## src/rtl/vga_timing_gen_pkg.sv

```systemverilog
// ---------------------------------------------------------------------------
// vga_timing_gen_pkg
//   Constants and types that the VGA raster timing generator and its per-axis
//   timer share.
//   - COUNT_W          : width of the column/row counters and of the phase
//                        down-counters
//   - MAX_TOTAL        : largest total (active + porches + sync) on one axis
//   - DEF_*            : 800x600@72Hz timing (1040 x 666 total)
//   - phase_e          : phase of one axis, ACTIVE -> FP -> SYNC -> BP
//   - next_phase()     : successor of a phase in that cycle
// ---------------------------------------------------------------------------
package vga_timing_gen_pkg;

    localparam int COUNT_W   = 12;
    localparam int MAX_TOTAL = 4096;

    // 800x600@72Hz
    localparam int DEF_H_ACTIVE = 800;
    localparam int DEF_H_FP     = 56;
    localparam int DEF_H_SYNC   = 120;
    localparam int DEF_H_BP     = 64;
    localparam int DEF_V_ACTIVE = 600;
    localparam int DEF_V_FP     = 37;
    localparam int DEF_V_SYNC   = 6;
    localparam int DEF_V_BP     = 23;

    typedef enum logic [1:0] {
        PH_ACTIVE = 2'd0,
        PH_FP     = 2'd1,
        PH_SYNC   = 2'd2,
        PH_BP     = 2'd3
    } phase_e;

    function automatic phase_e next_phase(input phase_e p);
        phase_e n;
        case (p)
            PH_ACTIVE: n = PH_FP;
            PH_FP:     n = PH_SYNC;
            PH_SYNC:   n = PH_BP;
            default:   n = PH_ACTIVE;
        endcase
        return n;
    endfunction

endpackage

```

## src/rtl/vga_axis_timer.sv

```systemverilog
// ---------------------------------------------------------------------------
// vga_axis_timer
//   Timing for one raster axis (horizontal or vertical). A phase FSM cycles
//   ACTIVE -> FP -> SYNC -> BP -> ACTIVE; each phase is timed by a
//   down-counter loaded with the phase length minus 1. The timer also keeps
//   the absolute position on the axis, 0 .. TOTAL-1.
//
//   Ports
//     i_Clk     in   1        clock, rising edge
//     i_Reset   in   1        synchronous active-high reset -> ACTIVE, pos 0
//     i_Step    in   1        advance one position on this edge
//     o_Phase   out  2        current phase (phase_e encoding)
//     o_Count   out  COUNT_W  current position on the axis
//     o_Wrap    out  1        current position is the last one of BP; the
//                             next step returns the axis to position 0
// ---------------------------------------------------------------------------
module vga_axis_timer
    import vga_timing_gen_pkg::*;
#(
    parameter int ACTIVE = DEF_H_ACTIVE,
    parameter int FP     = DEF_H_FP,
    parameter int SYNC   = DEF_H_SYNC,
    parameter int BP     = DEF_H_BP
) (
    input  logic               i_Clk,
    input  logic               i_Reset,
    input  logic               i_Step,
    output logic [1:0]         o_Phase,
    output logic [COUNT_W-1:0] o_Count,
    output logic               o_Wrap
);

    localparam int TOTAL = ACTIVE + FP + SYNC + BP;

    generate
        if (ACTIVE < 1 || FP < 1 || SYNC < 1 || BP < 1) begin : g_bad_width
            $error("vga_axis_timer: every phase width must be at least 1");
        end
        if (TOTAL > MAX_TOTAL) begin : g_bad_total
            $error("vga_axis_timer: axis total exceeds 4096");
        end
    endgenerate

    phase_e             phase;
    phase_e             phase_nxt;
    logic [COUNT_W-1:0] down;
    logic [COUNT_W-1:0] down_nxt;
    logic [COUNT_W-1:0] pos;
    logic [COUNT_W-1:0] pos_nxt;

    function automatic logic [COUNT_W-1:0] phase_len_m1(input phase_e p);
        logic [COUNT_W-1:0] len;
        case (p)
            PH_ACTIVE: len = COUNT_W'(ACTIVE - 1);
            PH_FP:     len = COUNT_W'(FP - 1);
            PH_SYNC:   len = COUNT_W'(SYNC - 1);
            default:   len = COUNT_W'(BP - 1);
        endcase
        return len;
    endfunction

    // State register
    always_ff @(posedge i_Clk) begin
        if (i_Reset) begin
            phase <= PH_ACTIVE;
            down  <= COUNT_W'(ACTIVE - 1);
            pos   <= '0;
        end else if (i_Step) begin
            phase <= phase_nxt;
            down  <= down_nxt;
            pos   <= pos_nxt;
        end
    end

    // Next state: a phase ends when its down-counter reaches zero; the
    // position returns to zero after the last BP position.
    always_comb begin
        phase_nxt = phase;
        down_nxt  = down - 1'b1;
        pos_nxt   = pos + 1'b1;
        if (down == '0) begin
            phase_nxt = next_phase(phase);
            down_nxt  = phase_len_m1(next_phase(phase));
        end
        if (o_Wrap) begin
            pos_nxt = '0;
        end
    end

    // Outputs
    always_comb begin
        o_Phase = phase;
        o_Count = pos;
        o_Wrap  = (phase == PH_BP) && (down == '0);
    end

endmodule

```

## src/rtl/vga_timing_gen.sv

```systemverilog
// ---------------------------------------------------------------------------
// vga_timing_gen
//   Free-running VGA raster timing source. Two vga_axis_timer instances
//   track the horizontal and vertical position; the vertical axis steps once
//   per line, on the enabled clock where the horizontal axis wraps. The
//   decode of the current position is registered, so every output is aligned
//   and shows pixel k after the (k+1)-th enabled edge since reset.
//
//   Ports
//     i_Clk          in   1   clock, rising edge
//     i_Reset        in   1   synchronous active-high reset, overrides i_Pix_En
//     i_Pix_En       in   1   pixel enable (tie high when i_Clk is pixel clock)
//     o_HSync        out  1   horizontal sync, asserted level H_POL
//     o_VSync        out  1   vertical sync, asserted level V_POL
//     o_Active       out  1   pixel lies in the visible area
//     o_Line_Start   out  1   single-clock strobe on column 0
//     o_Frame_Start  out  1   single-clock strobe on column 0, row 0
//     o_Col_Count    out  12  column of the pixel shown
//     o_Row_Count    out  12  row of the pixel shown
// ---------------------------------------------------------------------------
module vga_timing_gen
    import vga_timing_gen_pkg::*;
#(
    parameter int   H_ACTIVE = DEF_H_ACTIVE,
    parameter int   H_FP     = DEF_H_FP,
    parameter int   H_SYNC   = DEF_H_SYNC,
    parameter int   H_BP     = DEF_H_BP,
    parameter int   V_ACTIVE = DEF_V_ACTIVE,
    parameter int   V_FP     = DEF_V_FP,
    parameter int   V_SYNC   = DEF_V_SYNC,
    parameter int   V_BP     = DEF_V_BP,
    parameter logic H_POL    = 1'b1,
    parameter logic V_POL    = 1'b1
) (
    input  logic        i_Clk,
    input  logic        i_Reset,
    input  logic        i_Pix_En,
    output logic        o_HSync,
    output logic        o_VSync,
    output logic        o_Active,
    output logic        o_Line_Start,
    output logic        o_Frame_Start,
    output logic [11:0] o_Col_Count,
    output logic [11:0] o_Row_Count
);

    logic [1:0]         h_phase;
    logic [1:0]         v_phase;
    logic [COUNT_W-1:0] h_count;
    logic [COUNT_W-1:0] v_count;
    logic               h_wrap;
    logic               v_wrap;
    logic               v_step;
    logic               at_origin;

    logic               active_p0;
    logic               hsync_p0;
    logic               vsync_p0;
    logic               line_start_p0;
    logic               frame_start_p0;

    logic               active_p1;
    logic               hsync_p1;
    logic               vsync_p1;
    logic               line_start_p1;
    logic               frame_start_p1;
    logic [COUNT_W-1:0] col_p1;
    logic [COUNT_W-1:0] row_p1;

    assign v_step = i_Pix_En & h_wrap;

    vga_axis_timer #(
        .ACTIVE (H_ACTIVE),
        .FP     (H_FP),
        .SYNC   (H_SYNC),
        .BP     (H_BP)
    ) u_h_timer (
        .i_Clk   (i_Clk),
        .i_Reset (i_Reset),
        .i_Step  (i_Pix_En),
        .o_Phase (h_phase),
        .o_Count (h_count),
        .o_Wrap  (h_wrap)
    );

    vga_axis_timer #(
        .ACTIVE (V_ACTIVE),
        .FP     (V_FP),
        .SYNC   (V_SYNC),
        .BP     (V_BP)
    ) u_v_timer (
        .i_Clk   (i_Clk),
        .i_Reset (i_Reset),
        .i_Step  (v_step),
        .o_Phase (v_phase),
        .o_Count (v_count),
        .o_Wrap  (v_wrap)
    );

    // Flags that the position is (0,0). It is set by reset and by the step
    // that wraps both axes at once, which avoids a compare on both counters.
    always_ff @(posedge i_Clk) begin
        if (i_Reset) begin
            at_origin <= 1'b1;
        end else if (i_Pix_En) begin
            at_origin <= h_wrap & v_wrap;
        end
    end

    // ---- p0: decode of the current position ----
    always_comb begin
        active_p0      = (h_phase == PH_ACTIVE) && (v_phase == PH_ACTIVE);
        hsync_p0       = (h_phase == PH_SYNC) ? H_POL : ~H_POL;
        vsync_p0       = (v_phase == PH_SYNC) ? V_POL : ~V_POL;
        line_start_p0  = (h_count == '0);
        frame_start_p0 = at_origin;
    end

    // ---- p1: registered outputs ----
    // With the enable low everything holds except the strobes, which clear
    // so that each strobe lasts exactly one i_Clk.
    always_ff @(posedge i_Clk) begin
        if (i_Reset) begin
            active_p1      <= 1'b0;
            hsync_p1       <= ~H_POL;
            vsync_p1       <= ~V_POL;
            line_start_p1  <= 1'b0;
            frame_start_p1 <= 1'b0;
            col_p1         <= '0;
            row_p1         <= '0;
        end else if (i_Pix_En) begin
            active_p1      <= active_p0;
            hsync_p1       <= hsync_p0;
            vsync_p1       <= vsync_p0;
            line_start_p1  <= line_start_p0;
            frame_start_p1 <= frame_start_p0;
            col_p1         <= h_count;
            row_p1         <= v_count;
        end else begin
            line_start_p1  <= 1'b0;
            frame_start_p1 <= 1'b0;
        end
    end

    assign o_Active      = active_p1;
    assign o_HSync       = hsync_p1;
    assign o_VSync       = vsync_p1;
    assign o_Line_Start  = line_start_p1;
    assign o_Frame_Start = frame_start_p1;
    assign o_Col_Count   = col_p1;
    assign o_Row_Count   = row_p1;

endmodule

```

## config.mk

```make
export PLATFORM = sky130hd
export DESIGN_NAME = vga_timing_gen
export DESIGN_NICKNAME = d
export VERILOG_FILES = /design/src/rtl/vga_timing_gen_pkg.sv /design/src/rtl/vga_axis_timer.sv /design/src/rtl/vga_timing_gen.sv
export SDC_FILE = /design/constraint.sdc
export NUM_CORES = 1
export LEC_CHECK = 0
export BUFFER_PORTS_ARGS = -buffer_cell sky130_fd_sc_hd__buf_2
export CORE_MARGIN = 10
export CORE_UTILIZATION = 50
export DETAILED_ROUTE_END_ITERATION = 6
export PLACE_DENSITY = 0.71
export REMOVE_ABC_BUFFERS = 1
export SLEW_MARGIN = 30
export SYNTH_ARGS = -nofsm -noshare
export SYNTH_HDL_FRONTEND = slang
export SYNTH_SLANG_ARGS = --single-unit
```

## constraint.sdc

```tcl
create_clock -name i_Clk -period 1.85 [get_ports i_Clk]
set_input_delay 0.2775 -clock i_Clk [delete_from_list [all_inputs] [get_ports i_Clk]]
set_output_delay 0.2775 -clock i_Clk [all_outputs]
set_load 0.01 [all_outputs]
```

; After elaboration in Yosys (flattened, before gate mapping)
; Index checks and enable logic that the tools add are counted.
[totals]
register_bits = 82
latchBits = 0
ram_bits = 0
mem_bits_ro = 0
in_bits = 3
out_inout_bits = 29
wordCells = 56
n_memories = 0
[op_classes]
n_addsub = 4
multipliers = 0
div_mod_pow = 0
order_cmp = 0
eq_ne = 10
n_shift = 0
muxes = 12
bitwise_logic = 3
n_reduce_logical = 13
[op_table]
columns = operator, count
row1 = $pmux W10 S3, 2
row2 = $mux W12, 4
row3 = $logic_not A12 Y1, 3
row4 = $add A12 B1 Y12 const B, 2
row5 = $sub A12 B1 Y12 const B, 2
row6 = $eq A2 B2 Y1 const B, 6
row7 = $pmux W2 S3, 2
row8 = $eq A2 B1 Y1 const B, 4
row9 = $logic_not A2 Y1, 4
row10 = $mux W2, 2
row11 = $reduce_and A2 Y1, 2
row12 = $logic_and A1 B1 Y1, 3
row13 = $and A1 B1 Y1, 2
row14 = $mux W1, 2
row15 = $reduce_or A2 Y1, 1
row16 = $not A1 Y1, 1

; Depth between registers and ports, before layout
[logic_depth]
depth_word = 6
depth_mapped = 8

; Modules after synthesis
; From an unflattened synthesis, not the netlist that was laid out.
[hier_totals]
cells_unflattened = 426
hier_area_um2 = 3887.5
[by_module_without_submodules]
columns = module, instances, cells_per_inst, area_per_inst_um2
row1 = vga_axis_timer at u_v_timer, 1, 162, 1390.1
row2 = vga_axis_timer at u_h_timer, 1, 161, 1353.8
row3 = vga_timing_gen, 1, 103, 1143.6

; Worst setup path before layout
; Ideal clock, no wire load.
[synth_path]
kind = flip-flop to flip-flop
startpoint = register u_h_timer.down[0]
endpoint = register u_v_timer.down[9]
arrival_time_ps = 1705
t_required_ps = 1728
slack_ps = 23
stages_incl_launch_ff = 8
n_path_buf = 1
period_less_slack_ps = 1827
path_cell_list = dfxtp_1 -> inv_1 -> ha_1 -> nor3b_2 -> and4_1 -> buf_2 -> nand4b_1 -> a221o_1
[synth_between]
elab_chain_len = 3
[synth_lines]
columns = element, line
row1 = start: declaration, vga_axis_timer.sv:46  ; logic [COUNT_W-1:0] down;
row2 = start signal: assignment, vga_axis_timer.sv:66  ; down <= COUNT_W'(ACTIVE - 1);
row3 = start signal: assignment, vga_axis_timer.sv:70  ; down <= down_nxt;
row4 = $logic_not A12 Y1, vga_axis_timer.sv:94  ; o_Wrap = (phase == PH_BP) && (down == '0);
row5 = $logic_and A1 B1 Y1, vga_axis_timer.sv:94
row6 = $and A1 B1 Y1, vga_timing_gen.sv:70  ; assign v_step = i_Pix_En & h_wrap;
row7 = end signal: assignment, vga_axis_timer.sv:66
row8 = end signal: assignment, vga_axis_timer.sv:70
row9 = end: declaration, vga_axis_timer.sv:46
; Every way passes these cells.
; A chain may end at the register's enable or synchronous reset.

; Worst setup path in the final report
[layout_path]
startpoint = register u_v_timer.down[1]
endpoint = register u_v_timer.down[9]
[layout_between]
elab_chain_len = 2
word_cells_on_any_way = 3
[layout_lines]
columns = element, line
row1 = $sub A12 B1 Y12 / $logic_not A12 Y1 (equally long branches), "vga_axis_timer.sv:79, vga_axis_timer.sv:81"
row2 = $mux W12 (*), vga_axis_timer.sv:81  ; if (down == '0) begin
; Every way passes the cells marked *; elsewhere a longest branch is shown, timed or not.

==> impl_metrics.toml <==
[status]
status = "finished, final reports clean"

[clocking]
clock_path_buffers = 2
root_buffer = "clkbuf_8"
cts_tree = "done"
clk_latency_ns = 0.36
cts_buffers = 9
cts.htree.levels = 3
clkSlewWorstSetupHoldPaths_ns = 0.09
clock-sinks = 82

[worst_setup_path]
crit_family = "simple AND/OR/NAND/NOR gates"
critPathLaunchType = "flip-flop"
required_ns = 2.10
cp_slowest_cell = "or4_4"
path_cells = "buf_4, or4_4, nor3_2, nand4b_1, a221o_1"
critPathMaxStageDelay_ns = 0.53
cp.buffers_inverters = 1
cp-end-kind = "flip-flop"
crit_fanout = 3
criticalPathCategory = "flip-flop to flip-flop"
cp.arrival_ns = 2.02

[logic_synthesis]
yosysMostFrequentCell = "dfxtp_1"
yosys-top-cells-area = "dfxtp_1 41%, mux2i_1 6.8%, nor2_1 4.9%"
yosysUniqueCellTypes = 54
ys_warn_count = 0
netlist_instances = 454
synth_top_area_share_pct = 41.2
synthArstFlopShare_pct = 0
synth_edf_count = 0
ys_ff_latch = 82
synthTopCellsByCount = "82 x dfxtp_1, 52 x nor2_1, 28 x a21oi_1"
ys.flop_type = "dfxtp_1"
yosys.area.top_type = "dfxtp_1"
seq_area_frac_synth_pct = 41.2
syn_avg_cell_area_sq_um = 8.78
netlist_area_sq_mm = 0.00399

[grt]
grt_pass1_wl_um = 16100
grt_max_degree = 31
grt.overflow.total = 0
antenna_found_initial = 0
grt_pass1_vias = 3472
track_usage_pct = 16.4

[drt]
postRouteAntennaNets = 0
vias = 3546
wl_um = 9560
firstDrtPassIters = 4
via_per_inst = 5.73
drtIter0Drc = 161
wl_per_cell_um = 15.4
drc_errors = 0

[timing]
setup_violations = 0
slew_headroom_pct = 67.7
whs_ns = 0.378
clock_skew_ns = 0.0102
min_period_ns = 1.76
rsz0062_at_grt = "false"
maxSlewViolCount = 0
timing.fmax_mhz = 568
tightest_slew_ns = 0.484
period_share_pct = 95.2
hold_viol = 0
fin_ws_ns = 0.0879

[floorplan]
die_area_sq_mm = 0.0119
core_area_sq_mm = 0.00773
rows = 32
boundaryPins = 32
die_h_um = 109
die_w_um = 109
start_util_pct = 51.6

[place]
place_ws_ns = -0.00212
hpwlAfterDp_um = 6740
io_buffers = 31
dpl_cell_area_sq_mm = 0.00444
gp_congestion = 0.893

[power]
vdd_drop_max_mv = 0.446
p_leak_nw = 1.90
power_per_cell_area_mw_per_mm2 = 698

[cells_and_area]
nFillCells = 674
final_cell_area_sq_mm = 0.00472
layout.nets = 530
areaGrowthSynthToFinish_pct = 18.3
seq_area_sq_mm = 0.00164
diodes = 0
final_layout_size_suffix_gt1_share_pct = 21.7
multi_input_area_sq_mm = 0.00217

[min_path]
hold_class = "input pin to flip-flop"

[flow_run]
drv_cap = 0
[sequential cells by signal (all words and copies together), names as in the netlist, 2 cells and up]
register / cells
o_Col_Count: 12
o_Row_Count: 12
u_h_timer.down: 12
u_h_timer.o_Count: 12
u_v_timer.down: 12
u_v_timer.o_Count: 12
u_h_timer.o_Phase: 2
u_v_timer.o_Phase: 2
[cells by family (layout without fill, tap and decap cells)]
| family | Yosys count | in the layout | share of synthesized area [%] |
|---|---|---|---|
| AND/OR/NAND/NOR | 184 | 184 | 25.1 |
| buffers and inverters | 49 | 112 | 4.86 |
| flip-flops | 82 | 82 | 41.2 |
| XOR/XNOR | 18 | 18 | 3.95 |
| AO/OA/AOI/OAI | 76 | 76 | 12.6 |
| adder cells (fa/ha/maj) | 15 | 15 | 4.71 |
| multiplexers | 30 | 30 | 7.63 |
[cells in the final DEF, fill, tap and decap left out, types with 15 or more instances in the layout]
cell type	instances
dfxtp_1	80
inv_1	23
nor3_1	18
buf_2	32
mux2i_1	27
nor2_1	50
buf_4	39
ha_1	15
nand3_1	19
nand2_1	25
a21oi_1	27
[report_power, final]
part           internal, mW  total, mW  leakage [nW]  switching [mW]
Combinational        0.0566      0.153          1.14          0.0967
Sequential             1.78       1.79         0.663          0.0102
Clock                 0.638       1.35         0.102           0.712
[final timing paths]
path,end,slack (ns),from,cells after the start
min,u_v_timer.down[8],0.38,i_Reset,3
max reg2reg,u_v_timer.down[9],0.09,u_v_timer.down[1],5
min reg2reg,at_origin,0.47,at_origin,2
max,u_v_timer.down[9],0.09,u_v_timer.down[1],5
[timing repair]
item	CTS	global route
cloned	0	1
setup endpoints to repair	1	22
hold buffers	0	0
pin swaps	1	3
setup buffers	2	3
resized for setup	1	9
[worst register-to-register path, delay by kind of cell, from the launching register on]
| kind | cells | cell delay (ns) |
|---|---|---|
| and+or+nand+nor | 3 | 0.86 |
| AOI/OAI and AO/OA | 1 | 0.35 |
| DFF | 1 | 0.32 |
| buffers and inverters | 1 | 0.14 |
[routing by layer]
layer	routed length, um	global-route usage [%]	vias to the layer above
met5	0	0	-
li1	-	-	1749
met3	548	4.56	13
met4	131	6.60	0
met1	4230	19.9	1673
met2	4650	26.8	111
[area by class of cell]
cell class                 count  share of cell area (%)
timing repair buffer          73                    10.3
tap                          102                    2.71
clock inverter                 7                    1.62
clock buffer                   9                    2.63
multi-input combinational    323                    46.1
inverter                      23                    1.83
sequential                    82                    34.9
[per-stage QoR]
stage	total power, mW	std cells	utilization, %	setup TNS (ns)
floorplan	1.89	428	-	-3.53
global placement	1.98	597	57.5	0
detailed placement	1.98	597	57.5	-0.00224
CTS	3.32	615	60.3	0
global route	3.42	619	61.0	0
finish	3.29	619	61.0	0
Power figures use the tool's default switching activity.
